`src/rtl/fix_pkg.sv`:
```
// Shared fixed-point constants and helpers for the adder/subtractor family.
// Saturation limits are derived from the operand width so every block agrees on them.
package fix_pkg;

  localparam int FIX_WIDTH = 16;

  localparam logic [FIX_WIDTH-1:0] FIX_MAX = {1'b0, {(FIX_WIDTH-1){1'b1}}};
  localparam logic [FIX_WIDTH-1:0] FIX_MIN = {1'b1, {(FIX_WIDTH-1){1'b0}}};

  localparam logic [15:0] SAT_CNT_MAX = 16'hFFFF;

  // A (W+1)-bit two's-complement value fits in W bits iff its top two bits agree.
  function automatic logic fix_ovf(input logic msb, input logic msb_m1);
    return msb ^ msb_m1;
  endfunction

endpackage

```
`src/rtl/fix_sat.sv`:
```
// Reduces a WIDTH+1-bit signed difference to WIDTH bits, either clipping to the
// representable range (SAT_EN=1) or keeping the low bits (SAT_EN=0).
module fix_sat
  import fix_pkg::*;
#(
  parameter int WIDTH  = FIX_WIDTH,
  parameter int SAT_EN = 1
) (
  input  logic [WIDTH:0]   i_diff,
  output logic [WIDTH-1:0] o_res,
  output logic             o_sat
);

  localparam logic SAT_ON = (SAT_EN != 32'sd0);

  logic             w_ovf;
  logic [WIDTH-1:0] w_clip;

  assign w_ovf  = fix_ovf(i_diff[WIDTH], i_diff[WIDTH-1]);
  // The true sign is the extra top bit; clip toward it.
  assign w_clip = {i_diff[WIDTH], {(WIDTH-1){~i_diff[WIDTH]}}};

  // Select clipped or wrapped result.
  always_comb begin
    o_res = i_diff[WIDTH-1:0];
    o_sat = 1'b0;
    if (SAT_ON && w_ovf) begin
      o_res = w_clip;
      o_sat = 1'b1;
    end else begin
      o_res = i_diff[WIDTH-1:0];
      o_sat = 1'b0;
    end
  end

endmodule

```
`src/rtl/fix_sub_pipe.sv`:
```
// Two-stage valid/ready fixed-point subtractor: stage 1 holds the full-precision
// difference, stage 2 holds the clipped/wrapped result plus a saturation counter.
module fix_sub_pipe
  import fix_pkg::*;
#(
  parameter int WIDTH  = FIX_WIDTH,
  parameter int SAT_EN = 1
) (
  input  logic             clk,
  input  logic             rst,
  input  logic             in_valid,
  output logic             in_ready,
  input  logic [WIDTH-1:0] in_a,
  input  logic [WIDTH-1:0] in_b,
  output logic             out_valid,
  input  logic             out_ready,
  output logic [WIDTH-1:0] out_diff,
  output logic             out_sat,
  output logic [15:0]      sat_count,
  input  logic             sat_count_clr
);

  logic             r_s1_valid;
  logic [WIDTH:0]   r_s1_diff;
  logic             r_out_valid;
  logic [WIDTH-1:0] r_out_diff;
  logic             r_out_sat;
  logic [15:0]      r_sat_count;

  logic             w_s2_adv;
  logic             w_s1_adv;
  logic [WIDTH:0]   w_diff;
  logic [WIDTH-1:0] w_res;
  logic             w_sat;

  assign w_s2_adv = !r_out_valid || out_ready;
  // Held low through reset so nothing is consumed while the pipe is being cleared.
  assign w_s1_adv = !rst && (!r_s1_valid || w_s2_adv);
  assign w_diff   = {in_a[WIDTH-1], in_a} - {in_b[WIDTH-1], in_b};

  fix_sat #(
    .WIDTH  (WIDTH),
    .SAT_EN (SAT_EN)
  ) u_sat (
    .i_diff (r_s1_diff),
    .o_res  (w_res),
    .o_sat  (w_sat)
  );

  // Stage 1: full-precision difference.
  always_ff @(posedge clk) begin
    if (rst) begin
      r_s1_valid <= 1'b0;
      r_s1_diff  <= {(WIDTH+1){1'b0}};
    end else if (w_s1_adv) begin
      r_s1_valid <= in_valid;
      if (in_valid) begin
        r_s1_diff <= w_diff;
      end
    end
  end

  // Stage 2: output register, held while downstream stalls.
  always_ff @(posedge clk) begin
    if (rst) begin
      r_out_valid <= 1'b0;
      r_out_diff  <= {WIDTH{1'b0}};
      r_out_sat   <= 1'b0;
    end else if (w_s2_adv) begin
      r_out_valid <= r_s1_valid;
      if (r_s1_valid) begin
        r_out_diff <= w_res;
        r_out_sat  <= w_sat;
      end
    end
  end

  // Saturation event counter; clear has priority, count sticks at all-ones.
  always_ff @(posedge clk) begin
    if (rst) begin
      r_sat_count <= 16'd0;
    end else if (sat_count_clr) begin
      r_sat_count <= 16'd0;
    end else if (w_s2_adv && r_s1_valid && w_sat && (r_sat_count != SAT_CNT_MAX)) begin
      r_sat_count <= r_sat_count + 16'd1;
    end
  end

  assign in_ready  = w_s1_adv;
  assign out_valid = r_out_valid;
  assign out_diff  = r_out_diff;
  assign out_sat   = r_out_sat;
  assign sat_count = r_sat_count;

endmodule

```
`config.mk`:
```
export PLATFORM = sky130hd
export DESIGN_NAME = fix_sub_pipe
export DESIGN_NICKNAME = d
export VERILOG_FILES = /design/src/rtl/fix_pkg.sv /design/src/rtl/fix_sat.sv /design/src/rtl/fix_sub_pipe.sv
export SDC_FILE = /design/constraint.sdc
export NUM_CORES = 1
export LEC_CHECK = 0
export BUFFER_PORTS_ARGS = -buffer_cell sky130_fd_sc_hd__buf_2
export CORE_AREA = 2 2 70 105
export DETAILED_ROUTE_END_ITERATION = 6
export DIE_AREA = 0 0 72 107
export PLACE_DENSITY = 0.82
export SYNTH_ARGS = -nofsm -noshare
export SYNTH_HDL_FRONTEND = slang
export SYNTH_HIERARCHICAL = 1
export SYNTH_SLANG_ARGS = --single-unit
```
`constraint.sdc`:
```
create_clock -name clk -period 1.8 [get_ports clk]
set_input_delay 0.09 -clock clk [delete_from_list [all_inputs] [get_ports clk]]
set_output_delay 0.09 -clock clk [all_outputs]
set_load 0.01 [all_outputs]
```
==> results.txt <==
Post-Place Cells: 589
Leakage: 1.78 nW
CP peak stage delay: 0.35 ns
Die span in y: 107 µm
Psw: 0.825 mW
Routed wl met3: 289 µm
Die area: 0.00770 mm²
CP required: 1.99 ns
Critical path class: flip-flop to flip-flop
Synth unique cells: 59
Slowest cell on the critical path: dfxtp_2
Post-Syn Nets: 486
Nets@finish: 575
CTS clock-pin slew for the worst setup and hold paths: 0.09 ns
Via count: 3231
Final wirelength: 8.20 mm
Initial Util: 0.484
Setup Fix Bufs, Post-CTS: 0
Placeable Area: 0.00681 mm²
Clock power share: 0.258
Largest net degree at the start of global routing: 25
Max Root-Sink Buffers: 2
Comb power frac: 0.274
Skew-Pair Late Insertion Delay: 0.30 ns
Slew of the pin with the lowest slew margin: 0.532 ns
WL met2: 4.46 mm
Fmax: 604 MHz
FF+latch count, synth: 52
H-tree depth: 2
Routed len/inst: 13.8 µm
CP Capture Type: flip-flop
CTS tree: built
Dominant cells by area after synthesis: dfxtp_1 32%, a21oi_1 8.2%, ha_1 7.2%
Final Core Density: 0.589
Residual DRC: 0
Post-synth EDFFs: 0
Final Hold Fails: 0
Synth Warn #: 6
TNS Setup: 0 ns
Tot Pwr: 2.73 mW
Num rows: 37
Drt pass-1 iters: 4
Area growth, synth to finish: 21.6%
Mapped Avg Cell Area: 7.69 µm²
Crit-path cells: inv_1 -> ha_4 -> inv_2 -> and3_4 -> nand4bb_1 -> buf_4 -> nor4_4 -> xnor2_1 -> nor2_1
Hold_buf cts: 0
Area of the mapped netlist: 0.00330 mm²
WL met1: 3.24 mm
Die span in x: 72 µm
Top sig layer: met4
RSZ-0062 raised after global routing: false
Finished Layout Cells: 596
All-Layer GR Usage: 0.220
CP Data Arrival Time: 1.84 ns
Setup violations, final: 0
Sw frac: 0.303
Maxcap violations: 0
Fin crit period: 1.66 ns
Max-slew violation count: 0
Status: finished, final reports clean
Gpl congestion: 0.913
Async S/R FF share, synth: 0
Synth top area share: 0.316
Diode count: 0
Initial antenna violation count: 0
Cell Pwr Density: 680 mW/mm²
Worst relative slew slack: 0.644
DPL Wire Length: 6.75 mm
Port buffer count: 71
Min-delay worst type: primary input to flip-flop
Layout cells sized above 1: 0.263
Root buf cell: clkbuf_8
First-pass GRT wire length: 13.7 mm
Initial DRC count: 134
ANT nets after route: 0
Internal: 1.90 mW
Cts bufs inserted: 5
Cell count after synthesis: 429
Number of global-route vias before repair: 3156
Num Clock Sinks: 52
Biggest area consumer among synthesized cells: dfxtp_1
Worst Setup Start Kind: flip-flop
Crit-path max FO: 5
Sequential cell area fraction in the yosys report: 0.316
Sequential power share: 0.468
Remaining Overflow, GRT: 0
Tcrit/Tclk final: 0.919
Post-synth top flop: dfxtp_1
Vias per cell: 5.42
Clk_skew: 0.00385 ns
VDD IR max: 0.299 mV
I/O pins: 72
Post-CTS sizing: 0
==> synthesized netlist by cell type, types with 6 or more instances <==
cell type	number
a21oi_1	54
nand2_1	54
dfxtp_1	52
inv_1	41
nor2_1	30
nand3_1	24
ha_1	19
o21ai_0	18
xnor2_1	14
clkbuf_1	9
buf_2	7
nand4_1	7
nor3_1	6
==> metrics by stage <==
step                      hold slack [ns]  setup WS [ns]  cell area, µm²
final                              0.0548          0.145            4010
after global routing                0.108         0.0463            4010
after CTS                          0.0537         0.0522            3990
after detailed placement            0.367         -0.141            3890
after global placement              0.356        -0.0801            3890
after floorplan                     0.211        -0.0403            3320
==> power by group through the flow <==
stage	logic (mW)	clock network, mW	registers (mW)
after detailed placement	0.735	0	1.30
after global routing	0.831	0.767	1.29
after floorplan	0.500	0	1.31
final	0.747	0.703	1.28
after global placement	0.722	0	1.30
after CTS	0.740	0.720	1.27
==> placed cells by master (no fill, tap or decap), types with 5 or more instances in the layout <==
cell type  netlist  final
nor3_1           6      6
nand3_1         24     24
o21ai_0         18     18
buf_4            3     35
nor2_1          30     30
a21oi_1         54     54
buf_2            7     71
xnor2_1         14     14
dfxtp_1         52     51
ha_1            19     18
clkbuf_8         0      7
o21a_1           5      5
inv_1           41     40
a211oi_1         5      5
nand2_1         54     54
nand4_1          7      7
==> flip-flops by register name, indices dropped and copies added, names as in the netlist <==
signal      count
r_s1_diff      17
out_sat         1
out_diff       16
r_s1_valid      1
sat_count      16
out_valid       1
==> cells by family after synthesis <==
kind of cell / after synthesis / share of synthesized area
simple gates: 163 / 0.259
compound gates: 109 / 0.207
buf+inv: 65 / 0.0858
flops: 52 / 0.316
fa+ha+maj: 20 / 0.0782
xor+xnor: 18 / 0.0478
mux: 2 / 0.00607
==> layout make-up <==
type,count,area [µm²]
Clock buffer,7,96.3
Fill cell,640,2800
Inverter,41,154
Multi-Input combinational cell,312,2000
Sequential cell,52,1040
Tap cell,78,97.6
Timing Repair Buffer,106,618
==> worst max-delay path, delay by kind of cell, from the launching register on <==
kind	cells	cell delay, ns
fa+ha+maj	1	0.22
flops	1	0.35
buf+inv	3	0.33
xor+xnor	1	0.15
simple gates	4	0.49
==> worst paths after layout <==
path / start / endpoint / slack [ns] / cells past startpoint
min: in_valid / r_s1_valid / 0.05 / 3
min reg2reg: out_diff[13] / out_diff[13] / 0.46 / 2
max reg2reg: r_s1_diff[15] / sat_count[15] / 0.14 / 9
max: r_s1_diff[15] / sat_count[15] / 0.14 / 9
==> layer usage <==
metal,track usage,vias up
met5,0,-
met2,0.444,79
met1,0.225,1481
met3,0.0254,14
li1,-,1657
met4,0.0714,0
No activity file was read; power rests on OpenSTA's default activity.
